$ cat config.mk
export PLATFORM = sky130hd
export DESIGN_NAME = rheed_result_packer
export DESIGN_NICKNAME = d
export VERILOG_FILES = /design/src/rtl/rheed_result_packer.sv
export SDC_FILE = /design/constraint.sdc
export NUM_CORES = 1
export LEC_CHECK = 0
export CAP_MARGIN = 20
export CORE_MARGIN = 2
export CORE_UTILIZATION = 49
export DETAILED_ROUTE_END_ITERATION = 8
export GPL_TIMING_DRIVEN = 0
export MAX_ROUTING_LAYER = met4
export PLACE_DENSITY = 0.91
export SLEW_MARGIN = 20
export SYNTH_ARGS = -nofsm -noshare
export SYNTH_HDL_FRONTEND = slang
export SYNTH_SLANG_ARGS = --single-unit
export TNS_END_PERCENT = 30
$ cat constraint.sdc
create_clock -name clk -period 2.8 [get_ports clk]
set_input_delay 0.28 -clock clk [delete_from_list [all_inputs] [get_ports clk]]
set_output_delay 0.28 -clock clk [all_outputs]
set_load 0.01 [all_outputs]
$ cat src/rtl/rheed_result_packer.sv
// Packs NUM_PRED prediction words plus timestamp and frame id into one 256-bit beat.
// A second complete result can be parked in the collect buffer while the output beat waits.
module rheed_result_packer #(
   parameter int PIXEL_BIT_WIDTH = 8,
   parameter int NUM_PRED        = 4,
   parameter int OUT_WIDTH       = 256
) (
   input  logic                       clk,
   input  logic                       reset_n,
   input  logic                       clear,
   input  logic                       s_axis_tvalid,
   output logic                       s_axis_tready,
   input  logic [PIXEL_BIT_WIDTH-1:0] s_axis_tdata,
   output logic                       m_axis_tvalid,
   input  logic                       m_axis_tready,
   output logic [OUT_WIDTH-1:0]       m_axis_tdata,
   output logic                       m_axis_tlast,
   output logic                       pkt_done,
   output logic [15:0]                discard_cnt
);

   localparam int PW    = PIXEL_BIT_WIDTH;
   localparam int DW    = PW * NUM_PRED;
   localparam int IDX_W = (NUM_PRED > 1) ? $clog2(NUM_PRED) : 1;
   localparam logic [IDX_W-1:0] LAST = IDX_W'(NUM_PRED - 1);

   generate
      if (OUT_WIDTH != 256) begin : g_bad_out_width
         $error("rheed_result_packer: OUT_WIDTH must be 256");
      end
      if (NUM_PRED < 1 || DW > 192) begin : g_bad_pred_width
         $error("rheed_result_packer: NUM_PRED*PIXEL_BIT_WIDTH must be in 1..192");
      end
   endgenerate

   typedef enum logic {COLLECT, HOLD} state_t;

   state_t           state_q, state_d;
   logic [IDX_W-1:0] idx_q, idx_d;
   logic [31:0]      cyc_q;
   logic [31:0]      frame_q, frame_d;
   logic [15:0]      disc_q, disc_d;
   logic             ovld_q, ovld_d;
   logic [255:0]     odata_q, odata_d;
   logic             done_q;
   logic [DW-1:0]    buf_q, buf_d;
   logic [31:0]      ts_q, ts_d;
   logic             acc, hs, load, drop;

   function automatic logic [255:0] pack(input logic [DW-1:0] words,
                                         input logic [31:0] ts,
                                         input logic [31:0] frame);
      logic [191:0] field;
      field = '0;
      field[DW-1:0] = words;
      return {frame, ts, field};
   endfunction

   assign acc = s_axis_tvalid && (state_q == COLLECT);
   assign hs  = ovld_q && m_axis_tready;

   always_comb begin
      state_d = state_q;
      idx_d   = idx_q;
      buf_d   = buf_q;
      ts_d    = ts_q;
      frame_d = frame_q;
      disc_d  = disc_q;
      ovld_d  = ovld_q;
      odata_d = odata_q;
      load    = 1'b0;
      drop    = 1'b0;

      if (hs) ovld_d = 1'b0;

      // First word of a result stamps the current cycle, so NUM_PRED=1 gets a same-cycle stamp.
      if (acc) begin
         buf_d[idx_q*PW +: PW] = s_axis_tdata;
         if (idx_q == '0) ts_d = cyc_q;
      end

      case (state_q)
         COLLECT: begin
            if (clear) begin
               idx_d = '0;
               drop  = (idx_q != '0) || acc;
            end else if (acc) begin
               if (idx_q == LAST) begin
                  idx_d = '0;
                  if (!ovld_q || hs) load = 1'b1;
                  else               state_d = HOLD;
               end else begin
                  idx_d = idx_q + 1'b1;
               end
            end
         end
         HOLD: begin
            if (clear) begin
               state_d = COLLECT;
               drop    = 1'b1;
            end else if (hs) begin
               state_d = COLLECT;
               load    = 1'b1;
            end
         end
         default: state_d = COLLECT;
      endcase

      if (load) begin
         ovld_d  = 1'b1;
         odata_d = pack(buf_d, ts_d, frame_q);
         frame_d = frame_q + 32'd1;
      end
      if (drop && disc_q != 16'hFFFF) disc_d = disc_q + 16'd1;
   end

   always_ff @(posedge clk or negedge reset_n) begin
      if (!reset_n) begin
         state_q <= COLLECT;
         idx_q   <= '0;
         cyc_q   <= '0;
         frame_q <= '0;
         disc_q  <= '0;
         ovld_q  <= 1'b0;
         odata_q <= '0;
         done_q  <= 1'b0;
      end else begin
         state_q <= state_d;
         idx_q   <= idx_d;
         cyc_q   <= cyc_q + 32'd1;
         frame_q <= frame_d;
         disc_q  <= disc_d;
         ovld_q  <= ovld_d;
         odata_q <= odata_d;
         done_q  <= hs;
      end
   end

   // Collect buffer contents are only meaningful behind idx/state, so they carry no reset.
   always_ff @(posedge clk) begin
      buf_q <= buf_d;
      ts_q  <= ts_d;
   end

   assign s_axis_tready = (state_q == COLLECT);
   assign m_axis_tvalid = ovld_q;
   assign m_axis_tlast  = ovld_q;
   assign m_axis_tdata  = odata_q;
   assign pkt_done      = done_q;
   assign discard_cnt   = disc_q;

endmodule

Word level (Yosys, flattened, before mapping)
Index checks and enable logic that the tools add are counted.
- output and inout bits: 276
- bits of input ports: 13
- bits in registers: 245
- reduce and logical (&&, ||, !) cells: 11
- equal/unequal tests: 2
- muxes and demuxes: 26
- shift-type cells: 2
- add/subtract/negate cells: 5
- bitwise gates (word level): 1
- operator list (operator ; count):
    $mux W32 ; 3
    $add A32 B1 Y32 const B ; 2
    $neg A5 Y34 ; 1
    $shift A8 B34 Y32 const A ; 1
    $shiftx A8 B34 Y32 ; 1
    $bwmux W32 ; 1
    $add A16 B1 Y16 const B ; 1
    $mux W1 ; 16
    $ne A16 B16 Y1 const B ; 1
    $mux W2 ; 3
    $pmux W1 S2 ; 3
    $reduce_bool A2 Y1 ; 3
    $logic_and A1 B1 Y1 ; 3
    $add A2 B1 Y2 const B ; 1
    $eq A2 B2 Y1 const B ; 1
    $logic_not A2 Y1 ; 1
    $logic_or A1 B1 Y1 ; 2
    $reduce_and A2 Y1 ; 1
    $logic_not A1 Y1 ; 1
    $not A1 Y1 ; 1

Logic depth before layout (Yosys ltp)
- word-level depth: 8
- mapped depth: 8

Worst setup path before layout
OpenSTA, ideal clock, no wires.
- path type: register to register
- start point: reg idx_q[0]
- end point: reg odata_q[10], in the netlist m_axis_tdata[10]
- setup slack: 0.804 ns
- library setup time: 0.125 ns
- data required time: 2.675 ns
- arrival: 1.871 ns
- cell stages (with the launch flop): 8
- path buffers: 0
- path through: dfrtp_1 -> inv_1 -> ha_1 -> and4bb_2 -> and3_1 -> and2b_1 -> a22o_1 -> mux2_2
- elaborated cells on any way between the ends: 10
- those cells by class: 1 x add/sub; 1 x eq/ne; 2 x shift; 6 x mux
- RTL lines (what ; line ; RTL):
    start: declaration ; 39 ; logic [IDX_W-1:0] idx_q, idx_d;
    start signal: assignment ; 129 ; idx_q <= idx_d;
    $neg A5 Y34 (*) ; 78 ; buf_d[idx_q*PW +: PW] = s_axis_tdata;
    $shiftx A8 B34 Y32 or $shift A8 B34 Y32 (tied branches) ; 78 ;
    $bwmux W32 (*) ; 78 ;
    $mux W32 (*) ; 77 ; if (acc) begin
    via buf_d[10] ; 46 ; logic [DW-1:0] buf_q, buf_d;
    end signal: assignment ; 134 ; odata_q <= odata_d;
    end: declaration ; 44 ; logic [255:0] odata_q, odata_d;
Mark *: on every way through the listed nets, which the timed path passes. The rest lies on a longest branch.
A chain may end at the register's enable or synchronous reset.

Worst setup path in the final report
- start point: reg idx_q[0]
- end point: reg odata_q[28], in the netlist m_axis_tdata[28]
- cells in the longest elaborated chain, start to end: 5
- elaborated cells on any way between the ends: 10
- those cells by class: 1 x add/sub; 1 x eq/ne; 2 x shift; 6 x mux
- RTL lines (what):
    branches (longest 5 deep; another with $neg A5 Y34)
Several ways; the timed one is not identified.

==> reports/qor.yml <==
clock_network:
  clock-sinks: 245
  cts_resized: 0
  cts_tree: "yes"
  numCtsBuffers: 26
  postCtsSetupRepairBufs: 0
  clock_latency_ns: 0.52
  clk_pin_slew_ns: 0.06
  cts_root_buf: "clkbuf_16"
  htreeDepth: 1
  cts_max_path_buffers: 3
logic_synthesis:
  synth_warnings: 0
  netlist_area_mm2: 0.0108
  synthCells: 1015
  synth_seq_cells: 245
  synth_adder_area_share: 0.00926
  async_reset_ff_frac: 0.739
  synthTopCellsByArea: "dfrtp_1 (42%), dfxtp_1 (12%), buf_4 (12%), nand2_1 (8.5%), mux2_2 (6.1%)"
  synth_xor_area_frac: 0.0616
  synthFlopType: "dfrtp_1"
  syn_area_per_cell_um2: 10.7
  synth_top_family_by_area: "simple AND/OR/NAND/NOR gates"
  ys_seq_area_frac: 0.537
  ys_top_cells_by_count: "nand2_1 (246), dfrtp_1 (181), buf_4 (170), dfxtp_1 (64), mux2_2 (59)"
  synth_edf_count: 0
  synth_mux_area_frac: 0.0615
  synthSimpleGateAreaFrac: 0.161
  synth_compound_area_frac: 0.0353
  synth.distinct_cells: 47
  yosysTopAreaCellShare: 0.419
  synth.most_common_cell: "nand2_1"
  yosysTopAreaCell: "dfrtp_1"
grt:
  grt_pass1_vias: 7447
  overflow: 0
  track_usage: 0.197
  antenna_found_initial: 0
  grt_max_degree: 94
  grt_pass1_wl_mm: 37.4
worst_setup_path:
  cp_max_fo: 10
  crit_chain: "ha_1 > nand3b_4 > a221oi_4 > buf_6 > buf_4 > mux2_2"
  required_ns: 3.19
  critPathKind: "reg2reg"
  crit_arrival_ns: 2.77
  cp_num_buf_inv: 2
  cp_top_family: "flip-flops"
  critPathLaunchType: "flip-flop"
  cp_slowest_cell: "dfrtp_1"
  cpPeakStageDelay_ns: 0.51
  endpoint_kind: "flip-flop"
layout:
  finalNetCount: 1353
  fin_area_mm2: 0.0140
  areaGrowthSynthToFinish_pct: 29.9
  utilization: 0.645
  n_antenna_cell: 0
  drive_above_1_share: 0.229
routing:
  viasPerCell: 4.60
  drt_iter0_markers: 420
  wl_per_cell_um: 13.9
  ant_nets: 0
  drtPass1Iterations: 4
  via_count: 7512
  routed_wl_mm: 22.7
  remaining_drc_errors: 0
sta:
  rsz0062_at_grt: "no"
  post-route-min-period_ns: 2.39
  period_share: 0.852
  worst_slew_pin_slew_ns: 0.782
  finalHoldViolCount: 0
  fmax_ghz: 0.419
  finClkSkew_ns: 0.0167
  setup_violations: 0
  final_max_slew_viol_count: 0
  relSlewSlack: 0.475
die:
  rows: 54
  start_util: 0.497
  dieArea_mm2: 0.0233
  io_pins: 289
  die_x_um: 153
  core_mm2: 0.0218
  die_h_um: 153
power_and_ir_drop:
  p_total_w: 0.00857
  peakVddDrop_uv: 448
  power_density_mw_per_mm2: 611
  leakage_nw: 7.21
placed_design:
  post_dp_cell_area_mm2: 0.0131
  hpwlAfterDp_mm: 16.3
  gp_congestion: 0.847
  placement.io_buffers: 128
job:
  drv_cap: 0
hold_path:
  hold_path.class: "in2async"
run_status:
  status: "finished clean"
-- registers in the layout (all words and copies together) (netlist names) --
register	cells
m_axis_tdata	96
buf_q	32
cyc_q	32
frame_q	32
ts_q	32
discard_cnt	16
idx_q	2
m_axis_tlast	1
pkt_done	1
state_q	1
-- final cells by class --
cell class | count | area, µm²
Clock buffer | 36 | 759
Tap cell | 280 | 350
Sequential cell | 245 | 5810
Inverter | 14 | 52.6
Buffer | 191 | 1390
Clock inverter | 12 | 198
Multi-Input combinational cell | 724 | 4160
Timing Repair Buffer | 130 | 1320
Fill cell | 1689 | 7720
-- cell families (layout without fill, tap and decap cells) --
| family | after synthesis | count (layout) |
|---|---|---|
| buffers and inverters | 205 | 383 |
| AOI/OAI and AO/OA | 44 | 44 |
| xor gates and xnor gates | 76 | 76 |
| muxes | 59 | 59 |
| and+or+nand+nor | 377 | 377 |
| DFF | 245 | 245 |
| other | 1 | 160 |
| adders and majority gates | 8 | 8 |
-- cells in the final DEF (no fill, tap or decap), drive strengths merged, types with 2 or more instances in the layout --
cell           netlist  routed
inv                 14      15
and4                 7       7
or2                  2       2
nor3                17      17
nand4               18      18
bufinv               0       5
nor2                29      29
clkinvlp             0       2
a22o                32      32
dfxtp               64      64
clkinv               0       4
clkdlybuf4s50        0     127
clkbuf               4      40
dfrtp              181     181
mux2                59      59
nand3               26      26
buf                187     189
conb                 1     160
and2                 4       4
ha                   8       8
or3                  2       2
and2b                2       2
o21ai                4       4
xor2                36      36
and3                 9       9
xnor2               40      40
nor4                 8       8
nand2              248     248
-- what timing repair did --
action	CTS	global route
hold buffers	1	0
setup endpoints to repair	0	0
hold endpoints to repair	88	0
-- metrics by stage --
stage | setup WS (ns) | setup TNS (ns) | std cells | hold WS, ns
floorplan | 0.804 | 0 | 1174 | -0.0156
global placement | -5.84 | -1054.22 | 1582 | 0.453
detailed placement | 0.259 | 0 | 1583 | 0.342
CTS | 0.387 | 0 | 1632 | 0.379
global route | 0.281 | 0 | 1632 | 0.406
finish | 0.415 | 0 | 1632 | 0.363
-- report_power, final --
part	total (W)	switching, W	leakage [nW]	internal [W]
combinational	0.000993	0.000478	3.77	0.000516
sequential	0.00385	0.000146	2.97	0.00370
clock	0.00373	0.00137	0.465	0.00236
total	0.00857	0.00199	7.21	0.00658
-- routing by layer --
| layer | routed length (µm) | up-vias | GRT usage |
|---|---|---|---|
| li1 | - | 3637 | - |
| met1 | 9280 | 3627 | 0.240 |
| met2 | 11600 | 204 | 0.338 |
| met3 | 1320 | 44 | 0.0375 |
| met4 | 489 | 0 | 0.0520 |
| met5 | 0 | - | - |
-- worst paths after layout --
path,startpoint,end,slack (ns),cells past startpoint
setup / recovery,idx_q[0]$_DFFE_PN0P_,m_axis_tdata[28]$_DFFE_PN0P_,0.41,6
hold / removal,reset_n,m_axis_tdata[205]$_DFFE_PN0P_,0.36,2
setup reg to reg,idx_q[0]$_DFFE_PN0P_,m_axis_tdata[28]$_DFFE_PN0P_,0.41,6
hold reg to reg,ts_q[2]$_DFF_P_,ts_q[2]$_DFF_P_,0.47,1
max in group asynchronous,reset_n,frame_q[23]$_DFFE_PN0P_,1.55,3
min in group clk,m_axis_tready,pkt_done$_DFF_PN0_,0.40,2
(Power assumes the default switching activity.)
